--- src/rtl/change_disp_pkg.sv ---
// Shared types for the change dispenser: FSM state encoding, coin codes and
// the denomination value table indexed by coin code.
package change_disp_pkg;

  typedef enum logic [2:0] {
    S_IDLE   = 3'd0,
    S_SELECT = 3'd1,
    S_ISSUE  = 3'd2,
    S_GAP    = 3'd3,
    S_DONE   = 3'd4
  } state_t;

  localparam logic [2:0] COIN_1  = 3'd0;
  localparam logic [2:0] COIN_5  = 3'd1;
  localparam logic [2:0] COIN_10 = 3'd2;
  localparam logic [2:0] COIN_20 = 3'd3;
  localparam logic [2:0] COIN_50 = 3'd4;

  // Entry [code] is the face value in yuan of that coin code.
  localparam logic [4:0][7:0] DENOM_VALUE = {8'd50, 8'd20, 8'd10, 8'd5, 8'd1};

  function automatic logic [7:0] coin_value(input logic [2:0] code);
    return (code <= COIN_50) ? DENOM_VALUE[code] : 8'd0;
  endfunction

endpackage

--- src/rtl/change_dispenser_denom_select.sv ---
// Combinational greedy picker: largest denomination not exceeding the amount
// still owed (falls back to the 1-yuan coin).
module denom_select
  import change_disp_pkg::*;
(
  input  logic [7:0] remaining,
  output logic [2:0] coin_code
);

  always_comb begin
    // NOTE: every path assigns coin_code, so no latch is inferred.
    if (remaining >= DENOM_VALUE[COIN_50])      coin_code = COIN_50;
    else if (remaining >= DENOM_VALUE[COIN_20]) coin_code = COIN_20;
    else if (remaining >= DENOM_VALUE[COIN_10]) coin_code = COIN_10;
    else if (remaining >= DENOM_VALUE[COIN_5])  coin_code = COIN_5;
    else                                        coin_code = COIN_1;
  end

endmodule

--- src/rtl/change_dispenser.sv ---
// Change dispenser: pays out change_money one coin at a time (greedy), with
// an enforced gap between coins. Define CHANGE_DISP_TALLY_EN for coin_tally.
module change_dispenser
  import change_disp_pkg::*;
#(
  parameter int GAP_CYCLES = 4,
  parameter int GAP_W      = 8
) (
  input  logic       sys_clk,
  input  logic       sys_rst,
  input  logic       start,
  input  logic [7:0] change_money,
  input  logic       abort,
  input  logic       coin_ready,
  output logic       coin_valid,
  output logic [2:0] coin_code,
  output logic [7:0] remaining_money,
  output logic       busy,
  output logic       done,
  output logic [4:0] coin_tally
);

  state_t             state;
  logic [GAP_W-1:0]   gap_cnt;
  logic [2:0]         pick;
  logic [7:0]         rem_after;
  logic               handshake;

  denom_select u_denom_select (
    .remaining (remaining_money),
    .coin_code (pick)
  );

  assign handshake = coin_valid && coin_ready;
  // Greedy selection guarantees the coin value never exceeds what is owed.
  assign rem_after = remaining_money - coin_value(coin_code);

  always_ff @(posedge sys_clk or posedge sys_rst) begin
    if (sys_rst) begin
      state           <= S_IDLE;
      gap_cnt         <= '0;
      coin_valid      <= 1'b0;
      coin_code       <= COIN_1;
      remaining_money <= 8'd0;
      busy            <= 1'b0;
      done            <= 1'b0;
    end else begin
      // NOTE: non-blocking assignments; the later done <= 1 in a branch wins.
      done <= 1'b0;
      if (state != S_IDLE && abort) begin
        state           <= S_IDLE;
        coin_valid      <= 1'b0;
        remaining_money <= 8'd0;
        busy            <= 1'b0;
      end else begin
        case (state)
          S_IDLE: begin
            if (start && !abort) begin
              remaining_money <= change_money;
              busy            <= 1'b1;
              if (change_money != 8'd0) begin
                state <= S_SELECT;
              end else begin
                state <= S_DONE;
                done  <= 1'b1;
              end
            end
          end
          S_SELECT: begin
            coin_code  <= pick;
            coin_valid <= 1'b1;
            state      <= S_ISSUE;
          end
          S_ISSUE: begin
            if (coin_ready) begin
              coin_valid      <= 1'b0;
              remaining_money <= rem_after;
              if (GAP_CYCLES > 0) begin
                gap_cnt <= GAP_W'(GAP_CYCLES - 1);
                state   <= S_GAP;
              end else if (rem_after == 8'd0) begin
                state <= S_DONE;
                done  <= 1'b1;
              end else begin
                state <= S_SELECT;
              end
            end
          end
          S_GAP: begin
            if (gap_cnt == '0) begin
              if (remaining_money == 8'd0) begin
                state <= S_DONE;
                done  <= 1'b1;
              end else begin
                state <= S_SELECT;
              end
            end else begin
              gap_cnt <= gap_cnt - 1'b1;
            end
          end
          S_DONE: begin
            state <= S_IDLE;
            busy  <= 1'b0;
          end
          default: begin
            state <= S_IDLE;
            busy  <= 1'b0;
          end
        endcase
      end
    end
  end

`ifdef CHANGE_DISP_TALLY_EN
  // A coin handed over in the same cycle as abort is still counted.
  always_ff @(posedge sys_clk or posedge sys_rst) begin
    if (sys_rst) begin
      coin_tally <= 5'd0;
    end else if (state == S_IDLE && start && !abort) begin
      coin_tally <= 5'd0;
    end else if (handshake && coin_tally != 5'd31) begin
      coin_tally <= coin_tally + 5'd1;
    end
  end
`else
  assign coin_tally = 5'd0;
`endif

endmodule
--- config.mk ---
export PLATFORM = sky130hd
export DESIGN_NAME = change_dispenser
export DESIGN_NICKNAME = d
export VERILOG_FILES = /design/src/rtl/change_disp_pkg.sv /design/src/rtl/change_dispenser_denom_select.sv /design/src/rtl/change_dispenser.sv
export SDC_FILE = /design/constraint.sdc
export NUM_CORES = 1
export LEC_CHECK = 0
export BUFFER_PORTS_ARGS = -buffer_cell sky130_fd_sc_hd__buf_4
export CORE_UTILIZATION = 45
export CTS_CLUSTER_DIAMETER = 150
export DETAILED_ROUTE_END_ITERATION = 10
export PLACE_DENSITY = 0.74
export SYNTH_ARGS = -nofsm -noshare
export SYNTH_HDL_FRONTEND = slang
export SYNTH_HIERARCHICAL = 1
export SYNTH_SLANG_ARGS = --single-unit
--- constraint.sdc ---
create_clock -name sys_clk -period 2.3 [get_ports sys_clk]
set_input_delay 0.69 -clock sys_clk [delete_from_list [all_inputs] [get_ports sys_clk]]
set_output_delay 0.69 -clock sys_clk [all_outputs]
set_load 0.02 [all_outputs]
After elaboration in Yosys (flattened, before gate mapping). Memory sizes are Yosys's and may differ from the RTL's. Cells that the tools add are included.

$add $sub $neg: 2. Magnitude comparators: 6. Equal/unequal tests: 9. Reduce and logical (&&, ||, !) cells: 18. Muxes and demuxes: 32. Bitwise logic cells: 1.

Operators by type and width (number): $mux W8 (7); $pmux W8 S2 (2); $mux W3 (9); $logic_not A8 Y1 (2); $pmux W3 S4 (1); $mux W1 (10); $ne A3 B3 Y1 const B (3); $reduce_bool A3 Y1 (3); $ge A8 B3 Y1 const B (1); $ge A8 B4 Y1 const B (1); $ge A8 B5 Y1 const B (1); $ge A8 B6 Y1 const B (1); $reduce_bool A8 Y1 (1); $sub A8 B1 Y8 const B (1); $sub A8 B8 Y8 (1); $eq A3 B2 Y1 const B (2); $pmux W1 S2 (3); $reduce_and A2 Y1 (3); $reduce_and A3 Y1 (2); $lt A3 B4 Y1 const B (1); $ne A2 B2 Y1 const B (2); $reduce_and A4 Y1 (1); $eq A3 B1 Y1 const B (1); $le A3 B3 Y1 const B (1); 7 further kinds (8).

Logic and storage cells: 76. Input port bits: 13. Flip-flop bits (word level): 25. Memories kept: 1. Memory bits (read-only): 64.

Memories: (no name shown) (words 8, bits a word 8, read ports 1, clocked after memory_dff 0, write ports 0, line change_disp_pkg.sv:23) `return (code <= COIN_50) ? DENOM_VALUE[code] : 8'd0;`.

Depth between registers and ports, before layout. Gate-level depths: netlist (run 1).

Word-level depth: 7. Depth in mapped cells: 9. Depth with buffers taken out: 9.

Cells and area by module. The synthesis (run 1) kept the hierarchy.

Modules (own cells, without submodules): change_dispenser (area each 1730.4 um^2, times used 1, sequential area each 625.6 um^2, cells an instance 194); denom_select (area each 70.1 um^2, times used 1, sequential area each 0.0 um^2, cells an instance 11).

Worst setup path before layout (run 1). OpenSTA, ideal clock, no wires.

Kind: register to register. From: register coin_code[1]. To: register remaining_money[4]. Setup time: 0.127 ns. Cell stages (with the launch flop): 10. Clock period less this slack: 2.191 ns. Data required time: 2.173 ns. Arrival: 2.064 ns. Setup slack: 0.109 ns. Cells stage by stage: dfrtp_1 > nor2b_1 > nand2b_1 > and2_1 > fa_1 > a21o_1 > a21oi_1 > xnor2_1 > a222oi_1 > inv_1.

Word-level cells in the longest chain between the ends: 7. Elaborated cells between the ends (all ways): 8.

Ends and longest elaborated chain: from (decl) (line change_dispenser.sv:16) `output logic [2:0] coin_code,`; from (signal assigned) (line change_dispenser.sv:70) `coin_code <= pick;`; $mem_v2 Z8 W8; $mux W8 (not written as such) (line change_disp_pkg.sv:23); $mux W8 (*) (line change_disp_pkg.sv:23); $sub A8 B8 Y8 (*) (line change_dispenser.sv:36) `assign rem_after = remaining_money - coin_value(coin_code);`; $mux W8 (*) (line change_dispenser.sv:75) `if (coin_ready) begin`; $pmux W8 S2 (*) (line change_dispenser.sv:56) `case (state)`; $mux W8 (*) (line change_dispenser.sv:50) `if (state != S_IDLE && abort) begin`; to (signal assigned) (line change_dispenser.sv:59) `remaining_money <= change_money;`; to (signal assigned) (line change_dispenser.sv:77) `remaining_money <= rem_after;`; to (decl) (line change_dispenser.sv:17) `output logic [7:0] remaining_money,`.

Every way passes the cells marked *; elsewhere a longest branch is shown, timed or not. The select of a mux whose other input is x is not followed. A chain may end at the register's enable or synchronous reset.

Worst setup path in the final report (run 1).
From: register coin_code[0]. To: register remaining_money[4].

Same word-level chain as after synthesis.

==> metrics.txt, run 1 <==
# TYPE chip_impl_metric gauge
chip_impl_metric{name="synth_cell_types",unit=""} 51
chip_impl_info{name="ys_dominant_reg_cell",value="dfrtp_1"} 1
chip_impl_metric{name="drtAntennaViolNets",unit=""} 0
chip_impl_info{name="worstSetupStartpoint",value="coin_code[0]"} 1
chip_impl_metric{name="seq_area_frac_synth",unit="%"} 34.75
chip_impl_metric{name="worst-path-max-fanout",unit=""} 5
chip_impl_metric{name="port_buf_inserts",unit=""} 26
chip_impl_metric{name="antenna_found_initial",unit=""} 0
chip_impl_metric{name="clk_pin_slew_worst_paths",unit="ps"} 90
chip_impl_info{name="timing.rr.start",value="coin_code[0]"} 1
chip_impl_metric{name="grt_pass1_wl",unit="um"} 6927
chip_impl_info{name="min-delay-path-class",value="in2async"} 1
chip_impl_metric{name="post-route-cell-area",unit="um2"} 2098
chip_impl_metric{name="setup_ws_post_layout",unit="ps"} 123.0
chip_impl_metric{name="postPlaceCellArea",unit="um2"} 2026
chip_impl_metric{name="dieArea",unit="um2"} 4258
chip_impl_metric{name="coreArea",unit="um2"} 3744
chip_impl_metric{name="nets",unit=""} 256
chip_impl_info{name="run_status",value="completed"} 1
chip_impl_metric{name="postSynthAreaPerCell",unit="um2"} 8.783
chip_impl_metric{name="io_pins",unit=""} 32
chip_impl_metric{name="placement_setup_slack",unit="ps"} 91.61
chip_impl_metric{name="detailedRoute.firstIterationViolations",unit=""} 141
chip_impl_metric{name="first_pass_iters",unit=""} 4
chip_impl_metric{name="timing.final.crit_period",unit="ps"} 2177
chip_impl_metric{name="dp_hpwl",unit="um"} 3141
chip_impl_metric{name="cts_max_path_buffers",unit=""} 2
chip_impl_metric{name="pwr_dens",unit="nW/um2"} 1389
chip_impl_metric{name="clkSinkCount",unit=""} 25
chip_impl_metric{name="r2r.worst_path.cells",unit=""} 9
chip_impl_info{name="setup.worst_path.start_class",value="register"} 1
chip_impl_info{name="yosys.area.top_type",value="dfrtp_1"} 1
chip_impl_metric{name="die_x",unit="um"} 65.26
chip_impl_metric{name="vdd_ir_drop_max",unit="V"} 0.0005715
chip_impl_metric{name="standard_cell_row_count",unit=""} 22
chip_impl_metric{name="htree_num_levels",unit=""} 1
chip_impl_metric{name="first_global_vias",unit=""} 1469
chip_impl_metric{name="critPathArrivalTime",unit="ps"} 2350
chip_impl_metric{name="timing_worst_slew_pin_value",unit="ps"} 670.3
chip_impl_metric{name="grt_start_max_net_pins",unit=""} 26
chip_impl_metric{name="final_max_slew_viol_count",unit=""} 0
chip_impl_metric{name="grt.overflow.total",unit=""} 0
chip_impl_info{name="timing.critical_path.to_type",value="register"} 1
chip_impl_metric{name="slew_headroom",unit="%"} 55.31
chip_impl_info{name="netlist_top_cells_area",value="dfrtp_1, ha_1, nor2_1"} 1
chip_impl_metric{name="final_hold_viol_count",unit=""} 0
chip_impl_info{name="critical_path_class",value="reg2reg"} 1
chip_impl_metric{name="synth_async_sr_flop_share",unit="%"} 100.0
chip_impl_metric{name="report.final.setup_viol",unit=""} 0
chip_impl_metric{name="worstSkewPairLatency",unit="ps"} 280
chip_impl_metric{name="cp_data_required_time",unit="ps"} 2470
chip_impl_metric{name="floorplan.die.height",unit="um"} 65.26
chip_impl_info{name="cts_tree",value="built"} 1
chip_impl_info{name="mostFrequentLayoutCells",value="buf_4, dfrtp_1, nor2_1"} 1
chip_impl_metric{name="synth_edf_count",unit=""} 0
chip_impl_metric{name="leakage",unit="nW"} 0.9618
chip_impl_metric{name="flow.area_growth_from_synthesis",unit="%"} 16.54
chip_impl_metric{name="number_of_cells_produced_by_synthesis",unit=""} 205
chip_impl_metric{name="cap_viol_max_count",unit=""} 0
chip_impl_metric{name="drc",unit=""} 0
chip_impl_info{name="commonest_non_fill_non_tap_cell_in_the_layout",value="buf_4"} 1
chip_impl_metric{name="fmax",unit="MHz"} 459.4
chip_impl_metric{name="post_synth_instance_area",unit="um2"} 1800
chip_impl_metric{name="route.detailed.vias_per_inst",unit=""} 5.722
chip_impl_metric{name="routedWlPerCell",unit="um"} 15.16
chip_impl_info{name="cts_root_buffer",value="clkbuf_8"} 1
chip_impl_metric{name="ys_seq_elements",unit=""} 25
chip_impl_metric{name="fraction_of_final_layout_cells_sized_beyond_drive_strength_1",unit="%"} 23.18
chip_impl_metric{name="synth_warnings",unit=""} 6
chip_impl_metric{name="groute.usage.overall",unit="%"} 21.33
chip_impl_metric{name="routabilityCongestion",unit=""} 0.8613
chip_impl_metric{name="synth_top_area_share",unit="%"} 34.75
chip_impl_metric{name="cts_buffers",unit=""} 3
chip_impl_metric{name="detailroute.via_count",unit=""} 1608
chip_impl_metric{name="final_core_utilization",unit="%"} 56.05
chip_impl_metric{name="initial_utilization",unit="%"} 48.09
chip_impl_metric{name="worst_clock_skew",unit="ps"} 8.498
chip_impl_metric{name="timing.final.crit_share",unit="%"} 94.65
chip_impl_metric{name="routed_wl",unit="um"} 4259
chip_impl_metric{name="antenna_diode_instance_count",unit=""} 0
worst max-delay path: stages (launching register included):
cell	delay, ps
dfrtp_1	440
nor2_2	160
nand2_1	90
and2_1	200
fa_2	390
a21o_1	200
a21oi_2	150
xnor2_1	80
a222oi_1	290
inv_1	60
cells by family (layout without fill, tap and decap cells):
kind of cell	count (synthesis)	after routing	synth area share, %
other	1	5	0.2083
AND/OR/NAND/NOR	81	81	25.29
buffers and inverters	22	46	6.463
XOR/XNOR	6	6	2.919
AO/OA/AOI/OAI	55	55	20.08
adder cells (fa/ha/maj)	9	9	6.672
multiplexers	6	6	3.613
flip-flops	25	25	34.75
cell type report:
type | count | area (um2)
repair buffers | 31 | 232.7
clock inverters | 1 | 5.005
inverters | 11 | 41.29
multi-input cells | 162 | 1090
clock buffers | 3 | 41.29
fillers | 355 | 1645
flip-flops and latches | 25 | 628.1
well taps | 48 | 60.06
through the flow:
step / std cells / total power, W / setup TNS [ps] / hold WS, ps
floorplan: 209 / 0.002080 / 0 / 446.0
global placement: 276 / 0.002520 / 0 / 476.0
detailed placement: 276 / 0.002543 / 0 / 478.7
CTS: 280 / 0.002818 / 0 / 465.6
global route: 281 / 0.003166 / -58.27 / 470.6
finish: 281 / 0.002914 / 0 / 451.7
power by group:
| group | switching (W) | internal, W | total, W |
|---|---|---|---|
| Sequential | 0.000278 | 0.000608 | 0.000886 |
| Combinational | 0.000956 | 0.000802 | 0.00176 |
| Clock | 0.000148 | 0.000122 | 0.000270 |
registers in the layout (all words and copies together) (netlist names):
signal / count
gap_cnt: 8
remaining_money: 8
coin_code: 3
state: 3
busy: 1
coin_valid: 1
done: 1
cell usage after synthesis, types with 5 or more instances:
library cell and count:
dfrtp_1 25, nor2_1 23, nand2_1 15, o21ai_0 15
a21oi_1 12, inv_1 11, ha_1 8, nand2b_1 7
nor3_1 6, buf_4 5
routing by layer:
layer | track usage, % | wire length, um
met1 | 31.15 | 2028
met2 | 32.22 | 1956
met3 | 2.083 | 199
met4 | 8.152 | 75
met5 | 0 | 0
path summary, 6_finish.rpt:
kind	endpoint	slack (ps)
worst max-delay path	remaining_money[4]	120
worst min-delay path	remaining_money[5]	450
worst max register to register	remaining_money[4]	120
worst min register to register	gap_cnt[6]	490
max in group asynchronous	coin_code[2]	1580
min in group sys_clk	gap_cnt[6]	490
timing repair:
action / in CTS / in global routing
setup buffers: 0 / 1
hold buffers: 0 / 0
endpoints found under the setup margin: 0 / 3
resized for setup: 0 / 7
Power figures use the tool's default switching activity.
==> inputs of run 2 (changes only) <==
Settings changed: ABC_AREA set to 1, BUFFER_PORTS_ARGS -buffer_cell sky130_fd_sc_hd__buf_4 to -buffer_cell sky130_fd_sc_hd__buf_2, CORE_UTILIZATION 45 to 57, PLACE_DENSITY 0.74 to 0.88.
==> run 2 against run 1 <==
First-iteration DRC count down 13%. Via count up 19%. Worst setup slack better by 290 ps. Routed wire length rose by 2.6%. Hold slack worse by 76 ps. Critical endpoint is now remaining_money[7].
==> metrics.txt, run 2 <==
# TYPE chip_impl_metric gauge
chip_impl_info{name="run_status",value="completed"} 1
chip_impl_metric{name="cts_resized",unit=""} 0
chip_impl_metric{name="cts_buffers",unit=""} 3
chip_impl_metric{name="clk_pin_slew_worst_paths",unit="ps"} 150
chip_impl_info{name="timing.rr.start",value="coin_code[0]"} 1
chip_impl_metric{name="timing.final.crit_share",unit="%"} 82.03
chip_impl_metric{name="vdd_ir_drop_max",unit="V"} 0.0005701
chip_impl_metric{name="htree_num_levels",unit=""} 1
chip_impl_metric{name="floorplan.die.height",unit="um"} 61.38
chip_impl_metric{name="post-route-cell-area",unit="um2"} 2201
chip_impl_info{name="cts_tree",value="built"} 1
chip_impl_metric{name="post_layout_nonfiller_instances",unit=""} 378
chip_impl_info{name="largestRegisters",value="gap_cnt (8), remaining_money (8)"} 1
chip_impl_metric{name="grt_start_max_net_pins",unit=""} 26
chip_impl_metric{name="die_x",unit="um"} 61.38
chip_impl_metric{name="fmax",unit="MHz"} 530.0
chip_impl_metric{name="seq_area_frac_synth",unit="%"} 31.13
chip_impl_metric{name="antenna_found_initial",unit=""} 0
chip_impl_metric{name="nets",unit=""} 355
chip_impl_metric{name="clockPowerShare",unit="%"} 7.1
chip_impl_metric{name="drtAntennaViolNets",unit=""} 0
chip_impl_metric{name="first_pass_iters",unit=""} 4
chip_impl_info{name="grt_setup_unrepaired",value="false"} 1
chip_impl_info{name="yosys.area.top_type",value="dfrtp_1"} 1
chip_impl_metric{name="synth_cell_types",unit=""} 31
chip_impl_metric{name="final_max_slew_viol_count",unit=""} 0
chip_impl_metric{name="first_global_vias",unit=""} 1670
chip_impl_info{name="mostFrequentLayoutCells",value="nand2_1, inv_1, nor2_1"} 1
chip_impl_metric{name="port_buf_inserts",unit=""} 26
chip_impl_metric{name="timing.final.crit_period",unit="ps"} 1887
chip_impl_metric{name="cp_data_required_time",unit="ps"} 2540
chip_impl_metric{name="power.share.switching",unit="%"} 54.95
chip_impl_metric{name="critPathArrivalTime",unit="ps"} 2130
chip_impl_metric{name="postSynthAreaPerCell",unit="um2"} 6.632
chip_impl_metric{name="groute.usage.overall",unit="%"} 26.00
chip_impl_metric{name="cts_hold_buffers",unit=""} 0
chip_impl_metric{name="synth_edf_count",unit=""} 0
chip_impl_metric{name="leakage",unit="nW"} 1.258
chip_impl_info{name="setup.worst_path.start_class",value="register"} 1
chip_impl_metric{name="timing.setup.tns",unit="ps"} 0
chip_impl_metric{name="grt_pass1_wl",unit="um"} 7251
chip_impl_info{name="netlist_top_cells_area",value="dfrtp_1, nand2_1, inv_1"} 1
chip_impl_metric{name="initial_utilization",unit="%"} 59.75
chip_impl_metric{name="number_of_cells_produced_by_synthesis",unit=""} 303
chip_impl_info{name="min-delay-path-class",value="in2async"} 1
chip_impl_metric{name="route.detailed.vias_per_inst",unit=""} 5.079
chip_impl_metric{name="ff2ff_setup_slack",unit="ps"} 410
chip_impl_metric{name="synth_async_sr_flop_share",unit="%"} 100.0
chip_impl_info{name="worstSetupStartpoint",value="coin_code[0]"} 1
chip_impl_metric{name="pwr_dens",unit="nW/um2"} 1367
chip_impl_metric{name="r2r.worst_path.cells",unit=""} 13
chip_impl_metric{name="routedWlPerCell",unit="um"} 11.56
chip_impl_metric{name="post_synth_instance_area",unit="um2"} 2009
chip_impl_metric{name="coreArea",unit="um2"} 3363
chip_impl_metric{name="synth_top_area_share",unit="%"} 31.13
chip_impl_metric{name="antenna_diode_instance_count",unit=""} 0
chip_impl_info{name="commonest_non_fill_non_tap_cell_in_the_layout",value="nand2_1"} 1
chip_impl_info{name="endpoint",value="remaining_money[7]"} 1
chip_impl_info{name="ys_dominant_reg_cell",value="dfrtp_1"} 1
chip_impl_metric{name="standard_cell_row_count",unit=""} 21
chip_impl_metric{name="grt.overflow.total",unit=""} 0
chip_impl_info{name="cts_root_buffer",value="clkbuf_4"} 1
chip_impl_info{name="regToRegEndpoint",value="remaining_money[7]"} 1
chip_impl_metric{name="flow.area_growth_from_synthesis",unit="%"} 9.527
chip_impl_metric{name="dieArea",unit="um2"} 3767
chip_impl_metric{name="ys_seq_elements",unit=""} 25
chip_impl_metric{name="cts_max_path_buffers",unit=""} 2
chip_impl_metric{name="worst-path-max-fanout",unit=""} 5
chip_impl_metric{name="clkSinkCount",unit=""} 25
chip_impl_metric{name="postPlaceCellArea",unit="um2"} 2171
chip_impl_metric{name="detailroute.via_count",unit=""} 1920
chip_impl_metric{name="power_switching",unit="W"} 0.001653
chip_impl_metric{name="report.final.setup_viol",unit=""} 0
chip_impl_info{name="most_numerous_cell_in_the_yosys_netlist",value="nand2_1"} 1
chip_impl_info{name="critical_path_class",value="reg2reg"} 1
chip_impl_metric{name="final_hold_viol_count",unit=""} 0
chip_impl_metric{name="timing.hold.ws",unit="ps"} 375.8
chip_impl_metric{name="post_cts_setup_driven_buffer_insertion_count",unit=""} 0
chip_impl_metric{name="worstSkewPairLatency",unit="ps"} 330
chip_impl_metric{name="io_pins",unit=""} 32
chip_impl_info{name="yosys-top-cells-count",value="nand2_1, inv_1, nor2_1"} 1
chip_impl_metric{name="p_int",unit="W"} 0.001355
chip_impl_metric{name="power.share.combinational",unit="%"} 66.4
chip_impl_metric{name="share_seq_of_total_power",unit="%"} 26.4
chip_impl_info{name="timing.critical_path.to_type",value="register"} 1
chip_impl_metric{name="dp_hpwl",unit="um"} 3424
chip_impl_metric{name="worst_clock_skew",unit="ps"} 1.558
chip_impl_metric{name="routed_wl",unit="um"} 4368
chip_impl_metric{name="routabilityCongestion",unit=""} 0.9070
chip_impl_metric{name="fraction_of_final_layout_cells_sized_beyond_drive_strength_1",unit="%"} 17.17
chip_impl_metric{name="synth_warnings",unit=""} 6
chip_impl_metric{name="cap_viol_max_count",unit=""} 0
chip_impl_metric{name="post-place-cells",unit=""} 374
chip_impl_metric{name="drc",unit=""} 0
chip_impl_metric{name="detailedRoute.firstIterationViolations",unit=""} 122
run 2: changes by cell type after synthesis, sizes merged, moves of 6 or more:
cell	previous run	this run
nand2	16	92
inv	11	55
nand3	3	30
nor2	24	39
nand2b	7	0
nor4	6	0
run 2: stage by stage:
step / utilization, % / power (W) / worst slack (ps)
floorplan: - / 0.002354 / 555.0
global placement: 64.55 / 0.002721 / 530.7
detailed placement: 64.55 / 0.002786 / 439.0
CTS: 65.44 / 0.003013 / 417.9
global route: 65.44 / 0.003367 / 189.7
finish: 65.44 / 0.003008 / 413.2
run 2: kinds of logic after synthesis:
logic type | Yosys count | share of synthesized area [%]
simple gates | 171 | 38.67
xor+xnor | 4 | 1.744
fa+ha+maj | 9 | 5.978
compound gates | 32 | 9.589
other cells | 1 | 0.1866
buf+inv | 61 | 12.70
flops | 25 | 31.13
run 2: power groups by stage:
stage	Sequential (W)	Clock (W)	Combinational, W
2_1_floorplan	0.000881	0	0.00147
3_3_place_gp	0.000794	0	0.00193
3_5_place_dp	0.000806	0	0.00198
4_1_cts	0.000797	0.000227	0.00199
5_1_grt	0.000823	0.000247	0.00230
6_report	0.000795	0.000215	0.00200
run 2: layout make-up:
class	instances	area (um2)
Clock inverter	1	7.507
Multi-Input combinational cell	221	1144
Tap cell	46	57.56
Fill cell	319	1162
Timing Repair Buffer	27	137.6
Inverter	55	206.4
Clock buffer	3	22.52
Sequential cell	25	625.6
run 2: routing by layer:
layer,vias to the layer above,share of wire [%],track usage (%)
met5,-,0,0
met4,0,0.89,7.937
met3,4,4.2,1.891
met2,54,47,43.32
met1,870,47,36.26
li1,992,-,-
run 2: worst max-delay path: stages (launching register included):
cell and delay [ps]:
dfrtp_1 440, inv_1 120, nand3_1 130, nand2_1 90
inv_1 40, ha_1 330, nand2_1 80, nand2_1 70
a21oi_1 200, nand2_1 80, nand2_1 60, nand3_1 60
nand2_1 60, nand2_1 50
run 2: worst min path at each step:
stage                     slack (ps)         end        from  depth (start not counted)
after detailed placement         500  gap_cnt[1]  gap_cnt[1]                          2
after global placement           470  gap_cnt[1]  gap_cnt[1]                          2
final                            380  gap_cnt[1]     sys_rst                          3
after floorplan                  460  gap_cnt[0]  gap_cnt[0]                          2
after CTS                        370  gap_cnt[1]     sys_rst                          3
after global routing             390  gap_cnt[1]     sys_rst                          3
==> inputs of run 3 (changes only) <==
Settings changed: ABC_AREA 1 to 0, CORE_UTILIZATION 57 to 50, PLACE_DENSITY 0.88 to 0.83.
Clock period 2.3 ns to 1.6 ns, I/O delays scaled along.
==> run 3 against run 2 <==
The flow now finishes with violations (setup timing). Utilization increased by 16 points. Cell area up 25%. Critical path type unchanged. Largest cell class unchanged. Sequential share of layout area is 5.4 points lower. Register-to-register slack got worse by 1100 ps. Fmax fell by 17%. Clock power rose by 44%. Hold slack worse by 260 ps. Combinational power increased by 130%. Critical endpoint is now remaining_money[6]. Total power is 100% higher.
==> metrics.txt, run 3 (synthesis results as in run 1) <==
# TYPE chip_impl_metric gauge
chip_impl_metric{name="area_occupied_by_multi_input_gates",unit="um2"} 1264
chip_impl_metric{name="cts_buffers",unit=""} 3
chip_impl_info{name="cts_root_buffer",value="clkbuf_4"} 1
chip_impl_metric{name="antenna_diode_instance_count",unit=""} 0
chip_impl_metric{name="io_pins",unit=""} 32
chip_impl_metric{name="initial_utilization",unit="%"} 53.12
chip_impl_metric{name="die_x",unit="um"} 62.01
chip_impl_metric{name="detailroute.via_count",unit=""} 2204
chip_impl_metric{name="floorplan.die.height",unit="um"} 62.01
chip_impl_metric{name="detailedRoute.firstIterationViolations",unit=""} 353
chip_impl_metric{name="ff2ff_setup_slack",unit="ps"} -660
chip_impl_metric{name="grt_start_max_net_pins",unit=""} 18
chip_impl_metric{name="max_stage_delay",unit="ps"} 470
chip_impl_metric{name="cts_max_path_buffers",unit=""} 2
chip_impl_info{name="failed_checks",value="setup timing"} 1
chip_impl_metric{name="worst_clock_skew",unit="ps"} 20.73
chip_impl_metric{name="nets",unit=""} 320
chip_impl_metric{name="flow.area_growth_from_synthesis",unit="%"} 52.54
chip_impl_metric{name="cp_data_required_time",unit="ps"} 1840
chip_impl_info{name="critical-path-top-delay-family",value="simple AND/OR/NAND/NOR gates"} 1
chip_impl_metric{name="cap_viol_max_count",unit=""} 0
chip_impl_metric{name="fraction_of_final_layout_cells_sized_beyond_drive_strength_1",unit="%"} 50.17
chip_impl_info{name="critical_path_class",value="reg2reg"} 1
chip_impl_metric{name="leakage",unit="nW"} 1.299
chip_impl_metric{name="clkSinkCount",unit=""} 25
chip_impl_metric{name="critPathArrivalTime",unit="ps"} 2500
chip_impl_metric{name="first_pass_iters",unit=""} 9
chip_impl_metric{name="worst-path-max-fanout",unit=""} 4
chip_impl_metric{name="post_layout_nonfiller_instances",unit=""} 343
chip_impl_metric{name="antenna_found_initial",unit=""} 0
chip_impl_metric{name="vdd_ir_drop_max",unit="V"} 0.001434
chip_impl_metric{name="htree_num_levels",unit=""} 1
chip_impl_info{name="setup.worst_path.start_class",value="register"} 1
chip_impl_metric{name="port_buf_inserts",unit=""} 26
chip_impl_metric{name="drc",unit=""} 0
chip_impl_info{name="mostFrequentLayoutCells",value="buf_4, nor2_1, buf_2"} 1
chip_impl_info{name="critical_path.slowest_cell",value="dfrtp_2"} 1
chip_impl_metric{name="final_hold_viol_count",unit=""} 0
chip_impl_info{name="cts_tree",value="built"} 1
chip_impl_metric{name="report.final.setup_viol",unit=""} 20
chip_impl_info{name="commonest_non_fill_non_tap_cell_in_the_layout",value="buf_4"} 1
chip_impl_metric{name="setup_ws_post_layout",unit="ps"} -663.6
chip_impl_metric{name="timing.hold.ws",unit="ps"} 112.7
chip_impl_metric{name="fmax",unit="MHz"} 441.8
chip_impl_info{name="largestRegisters",value="gap_cnt (8), remaining_money (8)"} 1
chip_impl_info{name="timing.critical_path.to_type",value="register"} 1
chip_impl_info{name="path_cells",value="nor2b_4 > nand2b_1 > and2_4 > fa_2 > a21o_1 > nand4_1 > nand2_1 > nor3_2 > o22ai_1"} 1
chip_impl_metric{name="slew_headroom",unit="%"} 65.02
chip_impl_metric{name="worstSkewPairLatency",unit="ps"} 340
chip_impl_metric{name="grt.overflow.total",unit=""} 0
chip_impl_metric{name="r2r.worst_path.cells",unit=""} 9
chip_impl_metric{name="standard_cell_row_count",unit=""} 21
chip_impl_metric{name="clk_pin_slew_worst_paths",unit="ps"} 160
chip_impl_info{name="endpoint",value="remaining_money[6]"} 1
chip_impl_metric{name="routedWlPerCell",unit="um"} 20.58
chip_impl_metric{name="cp.buffers_inverters",unit=""} 0
chip_impl_metric{name="routabilityCongestion",unit=""} 0.8980
chip_impl_info{name="grt_setup_unrepaired",value="true"} 1
chip_impl_metric{name="timing_worst_slew_pin_value",unit="ps"} 519.8
chip_impl_metric{name="final_max_slew_viol_count",unit=""} 0
chip_impl_metric{name="regArea",unit="um2"} 633.1
chip_impl_info{name="min-delay-path-class",value="in2async"} 1
chip_impl_info{name="timing.rr.start",value="coin_code[1]"} 1
chip_impl_metric{name="post-place-cells",unit=""} 328
chip_impl_info{name="worstSetupStartpoint",value="coin_code[1]"} 1
chip_impl_metric{name="dieArea",unit="um2"} 3845
chip_impl_info{name="run_status",value="complete, but fails checks"} 1
chip_impl_metric{name="pwr_dens",unit="nW/um2"} 2218
chip_impl_metric{name="coreArea",unit="um2"} 3390
chip_impl_info{name="regToRegEndpoint",value="remaining_money[6]"} 1
chip_impl_metric{name="routed_wl",unit="um"} 7059
chip_impl_metric{name="groute.usage.overall",unit="%"} 32.32
chip_impl_metric{name="worstSetupPathDepth",unit=""} 9
chip_impl_metric{name="route.detailed.vias_per_inst",unit=""} 6.426
chip_impl_metric{name="n_fill_cell",unit=""} 188
chip_impl_metric{name="grt_pass1_wl",unit="um"} 8783
chip_impl_metric{name="drtAntennaViolNets",unit=""} 0
chip_impl_metric{name="dp_hpwl",unit="um"} 3984
chip_impl_metric{name="timing.final.crit_share",unit="%"} 141.5
chip_impl_metric{name="timing.final.crit_period",unit="ps"} 2264
chip_impl_metric{name="first_global_vias",unit=""} 1844
[run 3: changes by cell type in the layout (fill, tap and decap cells not counted), moves of 13 or more]
cell     change
buf_6       +13
inv_1       -42
nor2_1      -13
nand2_1     -69
buf_4       +60
nand3_1     -25
[run 3: cell type report]
type	instances	area share [%]
Inverter	11	1.503
Clock buffer	4	0.9567
Multi-Input combinational cell	162	46.01
Sequential cell	25	23.05
Timing Repair Buffer	95	26.38
Tap cell	46	2.096
[run 3: worst min-delay path by stage]
| stage | end | slack [ps] | from |
|---|---|---|---|
| after floorplan | gap_cnt[6] | 450 | gap_cnt[6] |
| after global placement | coin_valid | 480 | sys_rst |
| after detailed placement | busy | 480 | sys_rst |
| after CTS | busy | 120 | sys_rst |
| after global routing | busy | 130 | sys_rst |
| final | busy | 110 | sys_rst |
[run 3: routing by layer]
layer  global-route usage [%]  wire, um  vias to the layer above
met5                        0         0                        -
li1                         -         -                      924
met2                    52.13      3114                      221
met4                    14.29       501                        0
met1                    43.43      2596                      983
met3                    3.934       846                       76
[run 3: metrics by stage]
step | cell area [um2] | utilization, % | total power, W | setup WS (ps) | setup TNS, ps
after floorplan | 1857 | - | 0.003110 | -393.1 | -1626
after global placement | 2406 | 70.99 | 0.004302 | -361.1 | -2264
after detailed placement | 2406 | 70.99 | 0.004455 | -511.9 | -3527
after CTS | 2547 | 75.16 | 0.005118 | -465.0 | -2340
after global routing | 2746 | 81.03 | 0.006373 | -770.9 | -5519
final | 2746 | 81.03 | 0.006090 | -663.6 | -4298
[run 3: what timing repair did]
item                                    CTS  global route
buffers inserted                          5             9
hold buffers                              0             0
endpoints found under the setup margin   15            27
resized for setup                        21            44
pin swaps                                10            22
[run 3: power breakdown]
| part | leakage, nW | internal, W | switching [W] |
|---|---|---|---|
| Combinational | 0.968 | 0.00222 | 0.00237 |
| Sequential | 0.315 | 0.000881 | 0.000304 |
| Clock | 0.0150 | 0.0000979 | 0.000212 |
